**config.mk**
```make
export PLATFORM = sky130hd
export DESIGN_NAME = float_relu_grad_flat
export DESIGN_NICKNAME = d
export VERILOG_FILES = /design/src/rtl/float_relu_grad_if.sv /design/src/rtl/float_relu_grad.sv /design/src/flat_wrapper.sv
export SDC_FILE = /design/constraint.sdc
export NUM_CORES = 1
export LEC_CHECK = 0
export ABC_CLOCK_PERIOD_IN_PS = 4100
export BUFFER_PORTS_ARGS = -buffer_cell sky130_fd_sc_hd__clkbuf_2
export CELL_PAD_IN_SITES_DETAIL_PLACEMENT = 0
export CELL_PAD_IN_SITES_GLOBAL_PLACEMENT = 1
export CORE_ASPECT_RATIO = 0.7
export CORE_UTILIZATION = 40
export DETAILED_ROUTE_END_ITERATION = 12
export MAX_ROUTING_LAYER = met4
export PLACE_DENSITY_LB_ADDON = 0.1
export SYNTH_ARGS = -nofsm -noshare
export SYNTH_HDL_FRONTEND = slang
export SYNTH_SLANG_ARGS = --single-unit
export TNS_END_PERCENT = 1
```
**constraint.sdc**
```tcl
create_clock -name clk -period 4.1 [get_ports clk]
set_input_delay 0.41 -clock clk [delete_from_list [all_inputs] [get_ports clk]]
set_output_delay 0.41 -clock clk [all_outputs]
set_load 0.05 [all_outputs]
```
**src/rtl/float_relu_grad_if.sv**
```systemverilog
// rtl/float_relu_grad_if.sv - forward, gradient and output stream bundle for float_relu_grad
interface float_relu_grad_if #(
  parameter int FW = 32,
  parameter int CW = 5
);
  logic          fwd_valid;
  logic          fwd_ready;
  logic [FW-1:0] fwd_in;
  logic          grad_valid;
  logic          grad_ready;
  logic [FW-1:0] grad_in;
  logic          out_valid;
  logic          out_ready;
  logic [FW-1:0] grad_out;
  logic [CW-1:0] mask_count;

  modport master (
    output fwd_valid, fwd_in, grad_valid, grad_in, out_ready,
    input  fwd_ready, grad_ready, out_valid, grad_out, mask_count
  );

  modport slave (
    input  fwd_valid, fwd_in, grad_valid, grad_in, out_ready,
    output fwd_ready, grad_ready, out_valid, grad_out, mask_count
  );
endinterface

```
**src/rtl/float_relu_grad.sv**
```systemverilog
// rtl/float_relu_grad.sv - ReLU backward gate: forward mask FIFO gating the gradient stream
// Optional leaky slope on masked-off gradients: define FLOAT_RELU_GRAD_LEAKY_EN.
module float_relu_grad #(
  parameter int EXP_WIDTH  = 8,
  parameter int MAN_WIDTH  = 23,
  parameter int DEPTH      = 16,
  parameter int LEAK_SHIFT = 6
) (
  input  logic              clk,
  input  logic              rst,
  float_relu_grad_if.slave  bus
);
  localparam int FW = 1 + EXP_WIDTH + MAN_WIDTH;
  localparam int AW = $clog2(DEPTH);
  localparam logic [AW:0] PTR_ONE = (AW+1)'(1);

  generate
    if (DEPTH < 2 || (DEPTH & (DEPTH - 1)) != 0 || LEAK_SHIFT < 1) begin : g_bad_params
      $error("float_relu_grad: DEPTH must be a power of two >= 2 and LEAK_SHIFT >= 1");
    end
  endgenerate

  logic [AW:0]     wr_ptr;
  logic [AW:0]     rd_ptr;
  logic [DEPTH-1:0] mask_mem;
  logic            full;
  logic            empty;
  logic            push;
  logic            pop;
  logic            mask_bit;
  logic            pop_bit;
  logic [FW-1:0]   gated;
  logic [FW-1:0]   out_q;
  logic            out_v;

  // Extra pointer MSB distinguishes full from empty when the low bits match.
  assign full  = (wr_ptr[AW] != rd_ptr[AW]) && (wr_ptr[AW-1:0] == rd_ptr[AW-1:0]);
  assign empty = (wr_ptr == rd_ptr);

  assign bus.fwd_ready  = !full;
  assign bus.grad_ready = !empty && (!out_v || bus.out_ready);
  assign bus.out_valid  = out_v;
  assign bus.grad_out   = out_q;
  assign bus.mask_count = wr_ptr - rd_ptr;

  assign push     = bus.fwd_valid && !full;
  assign pop      = bus.grad_valid && bus.grad_ready;
  assign mask_bit = !bus.fwd_in[FW-1] && (|bus.fwd_in[FW-2:0]);
  assign pop_bit  = mask_mem[rd_ptr[AW-1:0]];

`ifdef FLOAT_RELU_GRAD_LEAKY_EN
  logic [EXP_WIDTH-1:0] grad_exp;
  assign grad_exp = bus.grad_in[FW-2:MAN_WIDTH];

  always_comb begin
    gated = bus.grad_in;
    if (&grad_exp) begin
      gated = bus.grad_in;
    end else if (grad_exp <= EXP_WIDTH'(LEAK_SHIFT)) begin
      gated = {bus.grad_in[FW-1], {(FW-1){1'b0}}};
    end else begin
      gated = {bus.grad_in[FW-1], grad_exp - EXP_WIDTH'(LEAK_SHIFT), bus.grad_in[MAN_WIDTH-1:0]};
    end
  end
`else
  assign gated = '0;
`endif

  always_ff @(posedge clk or posedge rst) begin
    if (rst) begin
      wr_ptr <= '0;
      rd_ptr <= '0;
      out_v  <= 1'b0;
      out_q  <= '0;
    end else begin
      if (push) begin
        wr_ptr <= wr_ptr + PTR_ONE;
      end
      if (pop) begin
        rd_ptr <= rd_ptr + PTR_ONE;
        out_q  <= pop_bit ? bus.grad_in : gated;
        out_v  <= 1'b1;
      end else if (out_v && bus.out_ready) begin
        out_v  <= 1'b0;
      end
    end
  end

  // Mask storage needs no reset: entries are only read behind the write pointer.
  always_ff @(posedge clk) begin
    if (push) begin
      mask_mem[wr_ptr[AW-1:0]] <= mask_bit;
    end
  end
endmodule
```
**src/flat_wrapper.sv**
```systemverilog
// flat-port wrapper written by rule: the top's interface ports become plain ports
module float_relu_grad_flat 
#(
  parameter int EXP_WIDTH  = 8,
  parameter int MAN_WIDTH  = 23,
  parameter int DEPTH      = 16,
  parameter int LEAK_SHIFT = 6
)
  (clk, rst, bus_fwd_valid, bus_fwd_in, bus_grad_valid, bus_grad_in, bus_out_ready, bus_fwd_ready, bus_grad_ready, bus_out_valid, bus_grad_out, bus_mask_count);
  float_relu_grad_if bus_i ();
  input  logic clk;
  input  logic rst;
  input wire logic [$bits(bus_i.fwd_valid)-1:0] bus_fwd_valid;
  input wire logic [$bits(bus_i.fwd_in)-1:0] bus_fwd_in;
  input wire logic [$bits(bus_i.grad_valid)-1:0] bus_grad_valid;
  input wire logic [$bits(bus_i.grad_in)-1:0] bus_grad_in;
  input wire logic [$bits(bus_i.out_ready)-1:0] bus_out_ready;
  output wire logic [$bits(bus_i.fwd_ready)-1:0] bus_fwd_ready;
  output wire logic [$bits(bus_i.grad_ready)-1:0] bus_grad_ready;
  output wire logic [$bits(bus_i.out_valid)-1:0] bus_out_valid;
  output wire logic [$bits(bus_i.grad_out)-1:0] bus_grad_out;
  output wire logic [$bits(bus_i.mask_count)-1:0] bus_mask_count;
  assign bus_i.fwd_valid = bus_fwd_valid;
  assign bus_i.fwd_in = bus_fwd_in;
  assign bus_i.grad_valid = bus_grad_valid;
  assign bus_i.grad_in = bus_grad_in;
  assign bus_i.out_ready = bus_out_ready;
  assign bus_fwd_ready = bus_i.fwd_ready;
  assign bus_grad_ready = bus_i.grad_ready;
  assign bus_out_valid = bus_i.out_valid;
  assign bus_grad_out = bus_i.grad_out;
  assign bus_mask_count = bus_i.mask_count;
  float_relu_grad #(.EXP_WIDTH(EXP_WIDTH), .MAN_WIDTH(MAN_WIDTH), .DEPTH(DEPTH), .LEAK_SHIFT(LEAK_SHIFT)) u_core (.clk(clk), .rst(rst), .bus(bus_i));
endmodule
```
==> results of run 1 <==
==> per-layer routing <==
metal  vias to the layer above  global-route usage (%)  part of all wire (%)
li1                       1074                       -                     -
met1                      1030                    26.8                    51
met2                        82                    24.7                    41
met3                         4                    7.13                   7.1
met4                         0                    4.92                  0.51
met5                         -                       -                     0
==> critical path, stage by stage, from the launching register on <==
cell and delay (ns):
dfrtp_1 0.48, ha_1 0.27, fa_1 0.40, inv_1 0.07, a21o_1 0.10, a21oi_1 0.07, xnor2_1 0.18, clkbuf_2 0.31
==> flip-flops by register name, summed over array words and instances, names as in the netlist <==
signal and count:
u_core.bus.grad_out 32, u_core.mask_mem 16, u_core.rd_ptr 5, u_core.wr_ptr 5, u_core.bus.out_valid 1
==> worst paths after layout <==
kind	slack, ns	endpoint	cells after the start	start
setup reg to reg	1.72	u_core.mask_mem[9]	6	u_core.rd_ptr[2]
max in group asynchronous	3.52	u_core.rd_ptr[2]	3	rst
hold reg to reg	0.49	u_core.bus.grad_out[16]	1	u_core.bus.grad_out[16]
hold / removal	0.18	u_core.wr_ptr[0]	3	rst
setup / recovery	1.48	bus_mask_count[4]	7	u_core.rd_ptr[0]
min in group clk	0.29	u_core.bus.grad_out[5]	3	bus_grad_in[5]
==> final cells by class <==
class                   instances  area, µm²  area share [%]
clock buffers                  11        141            3.92
repair buffers                112        571            15.8
clock inverters                 5       51.3            1.42
flip-flops and latches         59       1560            43.1
well taps                      94        118            3.26
multi-input cells             147       1110            30.8
inverters                      16       60.1            1.66
==> logic make-up (layout without fill, tap and decap cells) <==
logic type / Yosys count / in the layout / share of synthesized area, %
AO/OA/AOI/OAI: 42 / 42 / 12.9
AND/OR/NAND/NOR: 75 / 75 / 12.4
flip-flops: 59 / 59 / 54.8
buffers and inverters: 32 / 144 / 6.22
multiplexers: 7 / 7 / 4.94
XOR/XNOR: 13 / 13 / 4.01
adder cells (fa/ha/maj): 10 / 10 / 4.67
==> cell usage after synthesis (all sizes together) <==
cell type   n
xnor2      11
or2         1
nor4       11
buf        12
nand2      39
a21bo       1
mux2        1
inv        16
a21oi       3
dfrtp      43
a211oi      1
o2bb2ai    32
nand4       6
ha          9
mux2i       2
xor2        2
edfxtp     16
clkbuf      4
and3        4
a21o        2
nor3        5
nor2        6
and4        1
nand3       1
o21ai       2
a21boi      1
nor2b       1
mux4        4
fa          1
==> metrics by stage <==
step / utilization (%) / std cells
CTS: 52.9 / 444
finish: 52.9 / 444
global route: 52.9 / 444
floorplan: - / 238
detailed placement: 50.1 / 428
global placement: 50.1 / 428
==> impl_results.md, run 1 <==
- Max FO, Critical Path: 6
- Post-route ant nets: 0
- Post-Synthesis Cells: 238
- Starting Density: 41.6%
- Final Cycle Share: 64.0%
- Count of cell types in the netlist: 33
- CTS tree: yes
- Core area: 6820 µm²
- Largest net degree at the start of global routing: 44
- Io pins: 109
- Vias in the first global route: 2,000
- Layout Skew: 0.00832 ns
- Max frequency: around 0.38 GHz
- Slew @ Worst Pin: 0.888 ns
- Syn nets: 317
- Fin Hold WS: between 0.15 and 0.2 ns
- Clock transition at path regs: around 0.07 ns
- Synth top area share: 37.9%
- Clock Path Buffers: 2
- Max-slew violation count: 0
- Crit path arrival time: 2.21 ns
- Placed Instance Area: 3420 µm²
- CTS-repair resized insts: 0
- Post-Syn Area per Cell: 11.9 µm²
- Setup crit end kind: output pin
- Skew-Pair Late Insertion Delay: 0.33 ns
- Clock sink count: 59
- Post-synthesis cell area: 2840 µm²
- Endpoints failing hold: 0
- DR vias/cell: 4.93
- Max Cap Violations: 0
- Worst endpoint required time: 3.69 ns
- CTS Root Cell: clkbuf_8
- Final TNS setup: 0 ns
- GPL Wtd Cong: ~0.76
- Synth area leaders: dfrtp_1 38%, edfxtp_1 17%, o2bb2ai_1 9.3%
- Ant diodes: 0
- Yosys warns: 0
- Final Critical Period: 2.62 ns
- Finish-stage setup viols: 0
- Setup Fix Bufs, Post-CTS: 0
- Initial antenna violation count: 0
- Final WS setup: around 1.5 ns
- Seq/Total Area, Yosys: 54.9%
- CP Class: reg -> out
- FF+latch count, synth: slightly below 60
- Commonest non-fill, non-tap cell in the layout: clkbuf_2
- RSZ-0062 raised after global routing: no
- IO Port Bufs: approximately 110
- DRT Wirelength: 6290 µm
- Post-DP HPWL: 4560 µm
- CTS buffer count: 9
- CP Launch Type: flop
- Largest area contributor in the netlist: dfrtp_1
- Total global routing overflow: 0
- Vias: about 2,200
- GRT Total Usage: between 10% and 20%
- First-pass GRT wire length: 10,000 µm
- Hold Crit Class: in -> async
- Area Overhead vs Synth: 27.2%
- Final #Nets: about 420
- Wire length per cell: 14.2 µm
- Die H: 72.5 µm
- Status: finished, final reports clean
- Slew headroom: 40.6%
- Design Area, Final: 3610 µm²
- Row count: 25
- Most frequent cells in the layout: 108 x clkbuf_2, 43 x dfrtp_1, 39 x nand2_1, 30 x o2bb2ai_1, 16 x edfxtp_1
- Residual DRC count: 0
- Total Die Area: approximately 7400 µm²
- DR iter-0 viols: 84
- DIE WIDTH: 103 µm
- Layout cells sized above 1: roughly two fifths
- Drt first pass iters: 4
- H-Tree Depth: 3
- Hold_buf cts: 0
- Fill count: 650
- Pre-CTS WS: approximately 1.8 ns
Power of run 1 is not shown: default switching activity piles up to over one toggle a cycle in this logic, so the estimate is an artifact.
==> inputs of run 2 (changes only) <==
Settings changed: ABC_CLOCK_PERIOD_IN_PS 4100 to 2600, CORE_UTILIZATION 40 to 37.
Clock period 4.1 ns to 2.6 ns, I/O delays scaled along.
==> impl_results.md, run 2 (synthesis gave the netlist of run 1 again) <==
- Status: finished, final reports clean
- DR vias/cell: 4.76 (-3.6%)
- Worst stage delay on the critical path: 0.48 ns (about the same)
- Worst R2R Setup Slack: 0.42 ns (-1.30 ns)
- Final TNS setup: 0 ns (unchanged)
- Initial antenna violation count: 0 (unchanged)
- Post-DP HPWL: 4640 µm (+1.6%)
- CTS tree: yes
- GRT Total Usage: 17.6% (-1.2 points)
- Finish-stage setup viols: 0 (unchanged)
- Residual DRC count: 0 (unchanged)
- Clock Path Buffers: 2 (unchanged)
- Total Die Area: 8030 µm² (+7.9%)
- Clock transition at path regs: 0.07 ns (about the same)
- Worst-path cell chain: ha_1 -> fa_1 -> inv_1 -> a21o_1 -> a21oi_1 -> xnor2_1 -> clkbuf_2
- CTS buffer count: 9 (unchanged)
- DR iter-0 viols: 107 (+27%)
- Hold Crit Class: in -> async
- Layout Skew: 0.00889 ns (+0.000572 ns)
- Drt first pass iters: 4 (unchanged)
- Delay-heaviest family, CP: adder cells
- Row count: 26 (+4.0%)
- Io pins: 109 (unchanged)
- Hold_buf cts: 0 (unchanged)
- CTS-repair resized insts: 0 (unchanged)
- Starting Density: 38.6% (-3.0 points)
- Total global routing overflow: 0 (unchanged)
- Max FFs per register: 32 (unchanged)
- Clock sink count: 59 (unchanged)
- H-Tree Depth: 3 (unchanged)
- Final Cycle Share: 93.4%
- Vias in the first global route: 2,003 (+0.15%)
- CTS Root Cell: clkbuf_8
- Setup Fix Bufs, Post-CTS: 0 (unchanged)
- Max FO, Critical Path: 6 (unchanged)
- Crit path arrival time: 2.17 ns (-0.04 ns)
- Final #Nets: 429 (+1.2%)
- Slew @ Worst Pin: 0.547 ns (-0.341 ns)
- Setup crit end kind: output pin
- Max Cap Violations: 0 (unchanged)
- Max-slew violation count: 0 (unchanged)
- Wire length per cell: 14.2 µm (about the same)
- GPL Wtd Cong: 0.844 (+11%)
- Vias: 2,155 (-1.6%)
- Critical R2R Capture: u_core.bus.grad_out[0]
- IO Port Bufs: 108 (unchanged)
- Worst R2R Start: u_core.wr_ptr[3]
- First-pass GRT wire length: 10,100 µm (+0.55%)
- Crit path buffers/inverters: 2 (unchanged)
- Layout cells sized above 1: 39.7% (+1.4 points)
- Ant diodes: 0 (unchanged)
- RSZ-0062 raised after global routing: no
- CP Launch Type: flop
- Area Overhead vs Synth: 30.7%
- DRT Wirelength: 6420 µm (+2.1%)
- Commonest non-fill, non-tap cell in the layout: clkbuf_2
- Endpoints failing hold: 0 (unchanged)
- Slowest CP cell: dfrtp_1
- Final Critical Period: 2.43 ns
- Die H: 75.3 µm (+3.9%)
- Skew-Pair Late Insertion Delay: 0.34 ns (about the same)
- Slew headroom: 63.3% (+23 points)
- Post-layout util: 50.5% (-2.5 points)
- Largest net degree at the start of global routing: 44 (unchanged)
- Post-route ant nets: 0 (unchanged)
- Most frequent cells in the layout: 108 x clkbuf_2, 43 x dfrtp_1, 39 x nand2_1, 30 x o2bb2ai_1
- Reg2Reg Depth: 6 (unchanged)
- CP Class: reg -> out
- Core area: 7350 µm² (+7.8%)
- Worst endpoint required time: 2.34 ns (-1.35 ns)
- DIE WIDTH: 107 µm (+3.9%)
- Max frequency: 0.412 GHz
-- run 2: worst reg2reg max path: stages (launching register included) --
cell and delay [ns]:
dfrtp_1 0.56, ha_1 0.34, and4_1 0.29, a211oi_4 0.42, buf_12 0.24, nand2_1 0.09, o2bb2ai_1 0.16
-- run 2: layout make-up --
class / instances / area [µm²]
inverters: 16 / 60.1
flip-flops and latches: 59 / 1560
fillers: 694 / 3640
multi-input cells: 147 / 1120
repair buffers: 117 / 621
clock buffers: 10 / 149
well taps: 98 / 123
clock inverters: 6 / 85.1
-- run 2: layer usage --
metal	GRT usage, %	share of wire [%]	vias to the layer above
met4	6.39	1.3	0
met2	23.2	39	83
met3	5.71	7.3	9
li1	-	-	1082
met1	25.0	52	981
met5	-	0	-
-- run 2: worst max path at each step --
stage,startpoint,cells past startpoint,slack (ns),end
global placement,u_core.wr_ptr[3],6,0.48,u_core.bus.grad_out[2]
finish,u_core.rd_ptr[0],7,0.17,bus_mask_count[4]
global route,u_core.rd_ptr[0],7,0.05,bus_mask_count[4]
floorplan,u_core.rd_ptr[0],6,0.23,bus_mask_count[4]
CTS,u_core.rd_ptr[0],7,0.15,bus_mask_count[4]
detailed placement,u_core.wr_ptr[3],6,0.40,u_core.bus.grad_out[0]
-- run 2: stage by stage --
stage          worst slack [ns]  cells  cell area, µm²  hold slack, ns
2_1_floorplan             0.227    238            2840           0.397
3_3_place_gp              0.479    437            3480           0.423
3_5_place_dp              0.403    437            3480           0.416
4_1_cts                   0.151    453            3710          0.0416
5_1_grt                  0.0501    453            3710          0.0687
6_report                  0.173    453            3710          0.0317
Power of run 2 is left out for the same reason.
